`config.mk`:
```
export PLATFORM = sky130hd
export DESIGN_NAME = axil_reg_slave
export DESIGN_NICKNAME = d
export VERILOG_FILES = /design/src/rtl/axil_reg_slave.sv
export SDC_FILE = /design/constraint.sdc
export NUM_CORES = 1
export LEC_CHECK = 0
export BUFFER_PORTS_ARGS = -buffer_cell sky130_fd_sc_hd__buf_4
export CAP_MARGIN = 20
export CORE_AREA = 5 5 266 268
export CTS_CLUSTER_SIZE = 16
export DETAILED_ROUTE_END_ITERATION = 10
export DIE_AREA = 0 0 271 273
export PLACE_DENSITY = 0.7
export SLEW_MARGIN = 20
export SYNTH_ARGS = -nofsm -noshare
export SYNTH_HDL_FRONTEND = slang
export SYNTH_SLANG_ARGS = --single-unit
```
`constraint.sdc`:
```
create_clock -name clk -period 1.84 [get_ports clk]
set_input_delay 0.092 -clock clk [delete_from_list [all_inputs] [get_ports clk]]
set_output_delay 0.092 -clock clk [all_outputs]
set_load 0.02 [all_outputs]
```
`src/rtl/axil_reg_slave.sv`:
```
// ---------------------------------------------------------------------------
// axil_reg_slave
//   AXI4-Lite slave holding NUM_REGS 32-bit read/write control registers.
//   The registers are exposed as a flat bus (reg_q). reg_wr_pulse[i] goes
//   high for one cycle after register i is written.
//   The write channel and the read channel run independently. Each channel
//   has at most one response outstanding.
//
//   Build option:
//     AXIL_SLV_RESP_ERR_EN  defined   : out-of-range accesses answer SLVERR
//                           undefined : out-of-range accesses answer OKAY
//     Out-of-range writes are always dropped. Out-of-range reads always
//     return 0.
//
//   Ports:
//     clk, rst            clock; synchronous active-high reset
//     S_AXI_AW*/W*/B*     AXI4-Lite write address, data and response
//     S_AXI_AR*/R*        AXI4-Lite read address and data
//     reg_q               register i at [32i+31:32i]
//     reg_wr_pulse        bit i pulses the cycle after register i is written
// ---------------------------------------------------------------------------
module axil_reg_slave #(
  parameter int          NUM_REGS  = 16,
  parameter logic [31:0] BASE_ADDR = 32'h0000_0000
) (
  input  logic                     clk,
  input  logic                     rst,
  input  logic [31:0]              S_AXI_AWADDR,
  input  logic                     S_AXI_AWVALID,
  output logic                     S_AXI_AWREADY,
  input  logic [31:0]              S_AXI_WDATA,
  input  logic [3:0]               S_AXI_WSTRB,
  input  logic                     S_AXI_WVALID,
  output logic                     S_AXI_WREADY,
  output logic [1:0]               S_AXI_BRESP,
  output logic                     S_AXI_BVALID,
  input  logic                     S_AXI_BREADY,
  input  logic [31:0]              S_AXI_ARADDR,
  input  logic                     S_AXI_ARVALID,
  output logic                     S_AXI_ARREADY,
  output logic [31:0]              S_AXI_RDATA,
  output logic [1:0]               S_AXI_RRESP,
  output logic                     S_AXI_RVALID,
  input  logic                     S_AXI_RREADY,
  output logic [32*NUM_REGS-1:0]   reg_q,
  output logic [NUM_REGS-1:0]      reg_wr_pulse
);

  localparam int          IDX_W     = $clog2(NUM_REGS);
  localparam logic [1:0]  RESP_OKAY = 2'b00;
`ifdef AXIL_SLV_RESP_ERR_EN
  localparam logic [1:0]  RESP_OOR  = 2'b10;
`else
  localparam logic [1:0]  RESP_OOR  = 2'b00;
`endif

  typedef enum logic [1:0] {W_IDLE, W_COMMIT, W_RESP} w_state_t;
  typedef enum logic       {R_IDLE, R_RESP}           r_state_t;

  // Register storage and datapath
  logic [31:0]      regs [NUM_REGS];
  logic [IDX_W-1:0] aw_idx, ar_idx_d, aw_idx_d;
  logic             aw_ok, aw_in, ar_in;
  logic [31:0]      w_data;
  logic [3:0]       w_strb;
  logic [32:0]      aw_diff, ar_diff;

  // Write channel state
  w_state_t w_state, w_state_n;
  logic     aw_held, aw_held_n, w_held, w_held_n;
  logic     awready_q, wready_q, commit;
  logic     aw_fire, w_fire;

  // Read channel state
  r_state_t r_state, r_state_n;
  logic     arready_q, ar_fire;

  // Decode. The 33-bit difference makes its top bit a borrow flag, so an
  // address below BASE_ADDR can never wrap around into the register window.
  assign aw_diff  = {1'b0, S_AXI_AWADDR} - {1'b0, BASE_ADDR};
  assign ar_diff  = {1'b0, S_AXI_ARADDR} - {1'b0, BASE_ADDR};
  assign aw_in    = !aw_diff[32] && (aw_diff[31:0] < 32'(NUM_REGS * 4));
  assign ar_in    = !ar_diff[32] && (ar_diff[31:0] < 32'(NUM_REGS * 4));
  assign aw_idx_d = aw_diff[IDX_W+1:2];
  assign ar_idx_d = ar_diff[IDX_W+1:2];

  assign aw_fire = S_AXI_AWVALID && awready_q;
  assign w_fire  = S_AXI_WVALID  && wready_q;
  assign ar_fire = S_AXI_ARVALID && arready_q;

  assign S_AXI_AWREADY = awready_q;
  assign S_AXI_WREADY  = wready_q;
  assign S_AXI_BVALID  = (w_state == W_RESP);
  assign S_AXI_ARREADY = arready_q;
  assign S_AXI_RVALID  = (r_state == R_RESP);

  for (genvar i = 0; i < NUM_REGS; i++) begin : g_flat
    assign reg_q[32*i +: 32] = regs[i];
  end

  // Write FSM next state. AW and W are captured in any order. The commit
  // happens one cycle after both have been captured.
  always_comb begin
    w_state_n = w_state;
    aw_held_n = aw_held;
    w_held_n  = w_held;
    commit    = 1'b0;
    unique case (w_state)
      W_IDLE: begin
        if (aw_fire) aw_held_n = 1'b1;
        if (w_fire)  w_held_n  = 1'b1;
        if (aw_held_n && w_held_n) w_state_n = W_COMMIT;
      end
      W_COMMIT: begin
        commit    = 1'b1;
        aw_held_n = 1'b0;
        w_held_n  = 1'b0;
        w_state_n = W_RESP;
      end
      W_RESP:  if (S_AXI_BREADY) w_state_n = W_IDLE;
      default: w_state_n = W_IDLE;
    endcase
  end

  // NOTE: every sequential process uses non-blocking assignments, so all
  // state updates on an edge see the pre-edge values. This is also what
  // makes a read that coincides with a commit return the old contents.
  always_ff @(posedge clk) begin
    if (rst) begin
      w_state      <= W_IDLE;
      aw_held      <= 1'b0;
      w_held       <= 1'b0;
      awready_q    <= 1'b0;
      wready_q     <= 1'b0;
      aw_ok        <= 1'b0;
      aw_idx       <= '0;
      w_data       <= '0;
      w_strb       <= '0;
      S_AXI_BRESP  <= RESP_OKAY;
      reg_wr_pulse <= '0;
      // NOTE: the register bank is deliberately reset. Downstream logic
      // sees these values as control settings, so a defined value of 0 at
      // reset is part of the contract. This is not an inferred RAM.
      for (int i = 0; i < NUM_REGS; i++) regs[i] <= '0;
    end else begin
      w_state      <= w_state_n;
      aw_held      <= aw_held_n;
      w_held       <= w_held_n;
      awready_q    <= !aw_held_n && (w_state_n != W_RESP);
      wready_q     <= !w_held_n  && (w_state_n != W_RESP);
      reg_wr_pulse <= '0;
      if (aw_fire) begin
        aw_ok  <= aw_in;
        aw_idx <= aw_idx_d;
      end
      if (w_fire) begin
        w_data <= S_AXI_WDATA;
        w_strb <= S_AXI_WSTRB;
      end
      if (commit) begin
        S_AXI_BRESP <= aw_ok ? RESP_OKAY : RESP_OOR;
        if (aw_ok) begin
          reg_wr_pulse[aw_idx] <= 1'b1;
          for (int b = 0; b < 4; b++)
            if (w_strb[b]) regs[aw_idx][8*b +: 8] <= w_data[8*b +: 8];
        end
      end
    end
  end

  // Read FSM next state
  always_comb begin
    r_state_n = r_state;
    unique case (r_state)
      R_IDLE:  if (ar_fire)      r_state_n = R_RESP;
      R_RESP:  if (S_AXI_RREADY) r_state_n = R_IDLE;
      default: r_state_n = R_IDLE;
    endcase
  end

  always_ff @(posedge clk) begin
    if (rst) begin
      r_state     <= R_IDLE;
      arready_q   <= 1'b0;
      S_AXI_RDATA <= '0;
      S_AXI_RRESP <= RESP_OKAY;
    end else begin
      r_state   <= r_state_n;
      arready_q <= (r_state_n == R_IDLE);
      if (ar_fire) begin
        S_AXI_RDATA <= ar_in ? regs[ar_idx_d] : 32'h0;
        S_AXI_RRESP <= ar_in ? RESP_OKAY : RESP_OOR;
      end
    end
  end

endmodule

```
==> flow_summary.json <==
{
  "outcome": "completed",
  "p_sw_share_pct": 24.39,
  "end_kind": "flip-flop",
  "globalplace.congestion": 0.9469,
  "p_leak_uw": 0.01529,
  "syn_inst": 1835,
  "hold_violations": 0,
  "drc_errors": 0,
  "synth_top_area_cell": "edfxtp_1",
  "reg2reg_depth": 5,
  "slew_headroom_pct": 43.20,
  "regToRegStartpoint": "regs[4][4]$_SDFFCE_PN0P_",
  "drive_above_1_share_pct": 42.79,
  "via_per_inst": 5.440,
  "boundaryPins": 676,
  "power_density_mw_per_mm2": 882.0,
  "critPathKind": "flip-flop to flip-flop",
  "placed_area_sq_mm": 0.03405,
  "drt-initial-drc-count": 1898,
  "grt_pass1_vias": 19930,
  "synth.most_common_cell": "and2_1",
  "num-nets-final": 2793,
  "fmax_mhz": 545.6,
  "vdd.ir_drop.worst_uv": 545.9,
  "wl_per_cell_microns": 27.07,
  "synthTopCellsByArea": "edfxtp_1, and2_1, mux4_2, dfxtp_1, mux2i_1",
  "grt_pass1_wl_microns": 139800,
  "cts_root_buf": "clkbuf_16",
  "rows": 96,
  "fin_area_sq_mm": 0.03706,
  "clk_path_buf_depth": 3,
  "hold_end": "w_data[28]$_SDFFE_PP0P_",
  "core_sq_mm": 0.06811,
  "dieArea_sq_mm": 0.07398,
  "comb_power_share_pct": 10.3,
  "dr.pass1.iters": 5,
  "syn_to_final_growth_pct": 37.57,
  "finalCritPeriodShare_pct": 99.61,
  "fill_cells": 5521,
  "crit_path_start_kind": "flip-flop",
  "async_flop_share_pct": 0,
  "critical_path_arrival_ps": 2320,
  "clkTransAtPathRegs_ps": 60,
  "syn-mean-instance-area_sq_um": 14.68,
  "crit_chain": "mux4_2, mux2i_1, buf_4, mux2i_1, a22o_1",
  "fin_skew_ps": 30.58,
  "worstHoldStart": "rst",
  "r2r-end": "S_AXI_RDATA[4]$_SDFFE_PP0P_",
  "min_period_ps": 1833,
  "ant_nets": 0,
  "die_w_microns": 271,
  "reg2reg_setup_slack_ps": 7,
  "numPortBuffers": 667,
  "maxCapViolations": 0,
  "power_uw": 32690,
  "cp.required_ps": 2330,
  "crit_slowest_cell": "mux4_2",
  "cts_tree": "done",
  "hp-class": "input pin to flip-flop",
  "crit_fanout": 2,
  "maxSlewViolCount": 0,
  "crit_buf_inv": 1,
  "cts_buffers": 67,
  "multi_input_area_sq_mm": 0.009241,
  "synth_warnings": 0,
  "syn-cell-area_sq_mm": 0.02694,
  "rsz0062_at_grt": "yes",
  "grt.overflow.total": 0,
  "grt_usage_pct": 25.49,
  "ys_ff_latch": 609,
  "ys_types": 38,
  "yosys-top-cells-count": "and2_1, edfxtp_1, mux4_2",
  "yosys_most_used_dff": "edfxtp_1",
  "start_util_pct": 39.55,
  "drt_wl_total_microns": 98110,
  "p_int_uw": 24710,
  "die_h_microns": 273,
  "clock_power_share_pct": 41.1,
  "setup_viol": 0,
  "p_sw_uw": 7972,
  "ctsHtreeMaxLevel": 3,
  "clk_latency_ps": 600,
  "seq_area_frac_synth_pct": 64.29,
  "finalNonFillerCells": 3624,
  "dp_cells": 3438,
  "vias": 19720,
  "grt_max_degree": 54,
  "regArea_sq_mm": 0.01732,
  "p_seq_share_pct": 48.6,
  "critPathTopFamily": "multiplexers",
  "yosysTopAreaCellShare_pct": 57.08,
  "synth_edf_count": 512,
  "cpMostUsedCell": "mux2i_1",
  "critPathMaxStageDelay_ps": 530,
  "post-dp-hpwl_microns": 74960,
  "antenna_found_initial": 2,
  "tightest_slew_ps": 850.9,
  "hold_depth": 3,
  "clock_sinks": 609
}
cell families (layout without fill, tap and decap cells):
| family | count (synthesis) | in the layout | share of synthesized area [%] |
|---|---|---|---|
| other | 1 | 5 | 0.01392 |
| buffers and inverters | 117 | 1020 | 2.206 |
| AOI/OAI and AO/OA | 81 | 81 | 2.002 |
| and+or+nand+nor | 802 | 802 | 17.15 |
| DFF | 609 | 609 | 64.29 |
| muxes | 225 | 225 | 14.34 |
power by group through the flow:
stage	clock network (uW)	registers (uW)	logic (uW)
2_1_floorplan	0	16400	1230
3_3_place_gp	0	16200	3160
3_5_place_dp	0	16200	3210
5_1_grt	14200	15900	3510
4_1_cts	13600	15900	3330
6_report	13400	15900	3350
flip-flops by register name, indices dropped and copies added (netlist names):
register,flops
S_AXI_ARREADY,1
S_AXI_AWREADY,1
S_AXI_RDATA,32
S_AXI_RVALID,1
S_AXI_WREADY,1
aw_held,1
aw_idx,4
aw_ok,1
reg_wr_pulse,16
regs,512
w_data,32
w_held,1
w_state,2
w_strb,4
how the worst max path moves through the flow:
stage                                        to  slack [ps]                startpoint  depth (start not counted)
global route         regs[12][29]$_SDFFCE_PN0P_         -40    aw_idx[1]$_SDFFE_PP0P_                          6
finish              S_AXI_RDATA[4]$_SDFFE_PP0P_           7  regs[4][4]$_SDFFCE_PN0P_                          5
floorplan            regs[13][10]$_SDFFCE_PN0P_          20     w_state[1]$_SDFF_PP0_                          6
global placement    S_AXI_RDATA[0]$_SDFFE_PP0P_        -120           S_AXI_ARADDR[3]                          7
detailed placement  S_AXI_RDATA[0]$_SDFFE_PP0P_        -110           S_AXI_ARADDR[3]                          7
CTS                  regs[11][16]$_SDFFCE_PN0P_         0.9     w_state[0]$_SDFF_PP0_                          6
what timing repair did:
| item | in CTS | in global routing |
|---|---|---|
| hold buffers | 61 | 0 |
| hold endpoints to repair | 46 | 0 |
| setup buffers | 0 | 1 |
| setup endpoints to repair | 159 | 464 |
| pin swaps | 0 | 8 |
| gates resized for setup | 15 | 51 |
cell type report:
type                    count  share of cell area [%]
clock inverters            34                  0.8576
clock buffers              90                   5.092
flip-flops and latches    609                   46.74
inverters                   1                 0.01013
multi-input cells        1112                   24.94
diodes                      1                0.006753
repair buffers            895                   19.38
well taps                 882                   2.978
tightest hold or removal path, cell delays in order:
cell and delay [ps]:
buf_4 170, buf_12 190, a21oi_1 120
layout by cell type (no fill, tap or decap), types with 3 or more instances in the layout:
master	n
conb_1	4
nand3_1	5
mux4_2	126
nor2b_1	6
nor2_2	20
nor4_1	12
clkinv_2	17
inv_6	3
clkbuf_8	6
clkbuf_16	70
nor2_4	4
nand2_1	95
or2_4	43
dfxtp_2	4
clkinv_1	3
nand3b_1	3
buf_4	808
edfxtp_1	512
dfxtp_1	93
clkinvlp_4	4
mux2i_1	95
buf_6	3
nor2_1	60
and2_1	512
buf_12	24
nor3_1	6
dlygate4sd3_1	60
a22o_1	32
nand2_2	3
clkbuf_1	14
a21oi_1	41
or2_2	21
bufinv_16	4
metrics by stage:
step                      utilization, %  TNS (ps)  worst slack [ps]  hold WS, ps
after global placement             50.00     -1644            -118.1        339.7
after detailed placement           50.00     -3313            -112.7        349.8
after global routing               54.41     -1880            -41.61        32.27
final                              54.41         0             7.250        46.61
after floorplan                        -         0             16.69        228.0
after CTS                          54.19         0            0.9330       0.2211
layer usage:
metal | up-vias | routed length (microns) | share of wire, % | track usage, %
met1 | 9992 | 37560 | 38 | 33.12
met3 | 166 | 8961 | 9.1 | 5.505
met2 | 1173 | 48790 | 50 | 43.03
met4 | 2 | 2782 | 2.8 | 8.155
met5 | - | 13 | 0.013 | 0
li1 | 8382 | - | - | -
No activity file was read; power rests on OpenSTA's default activity.
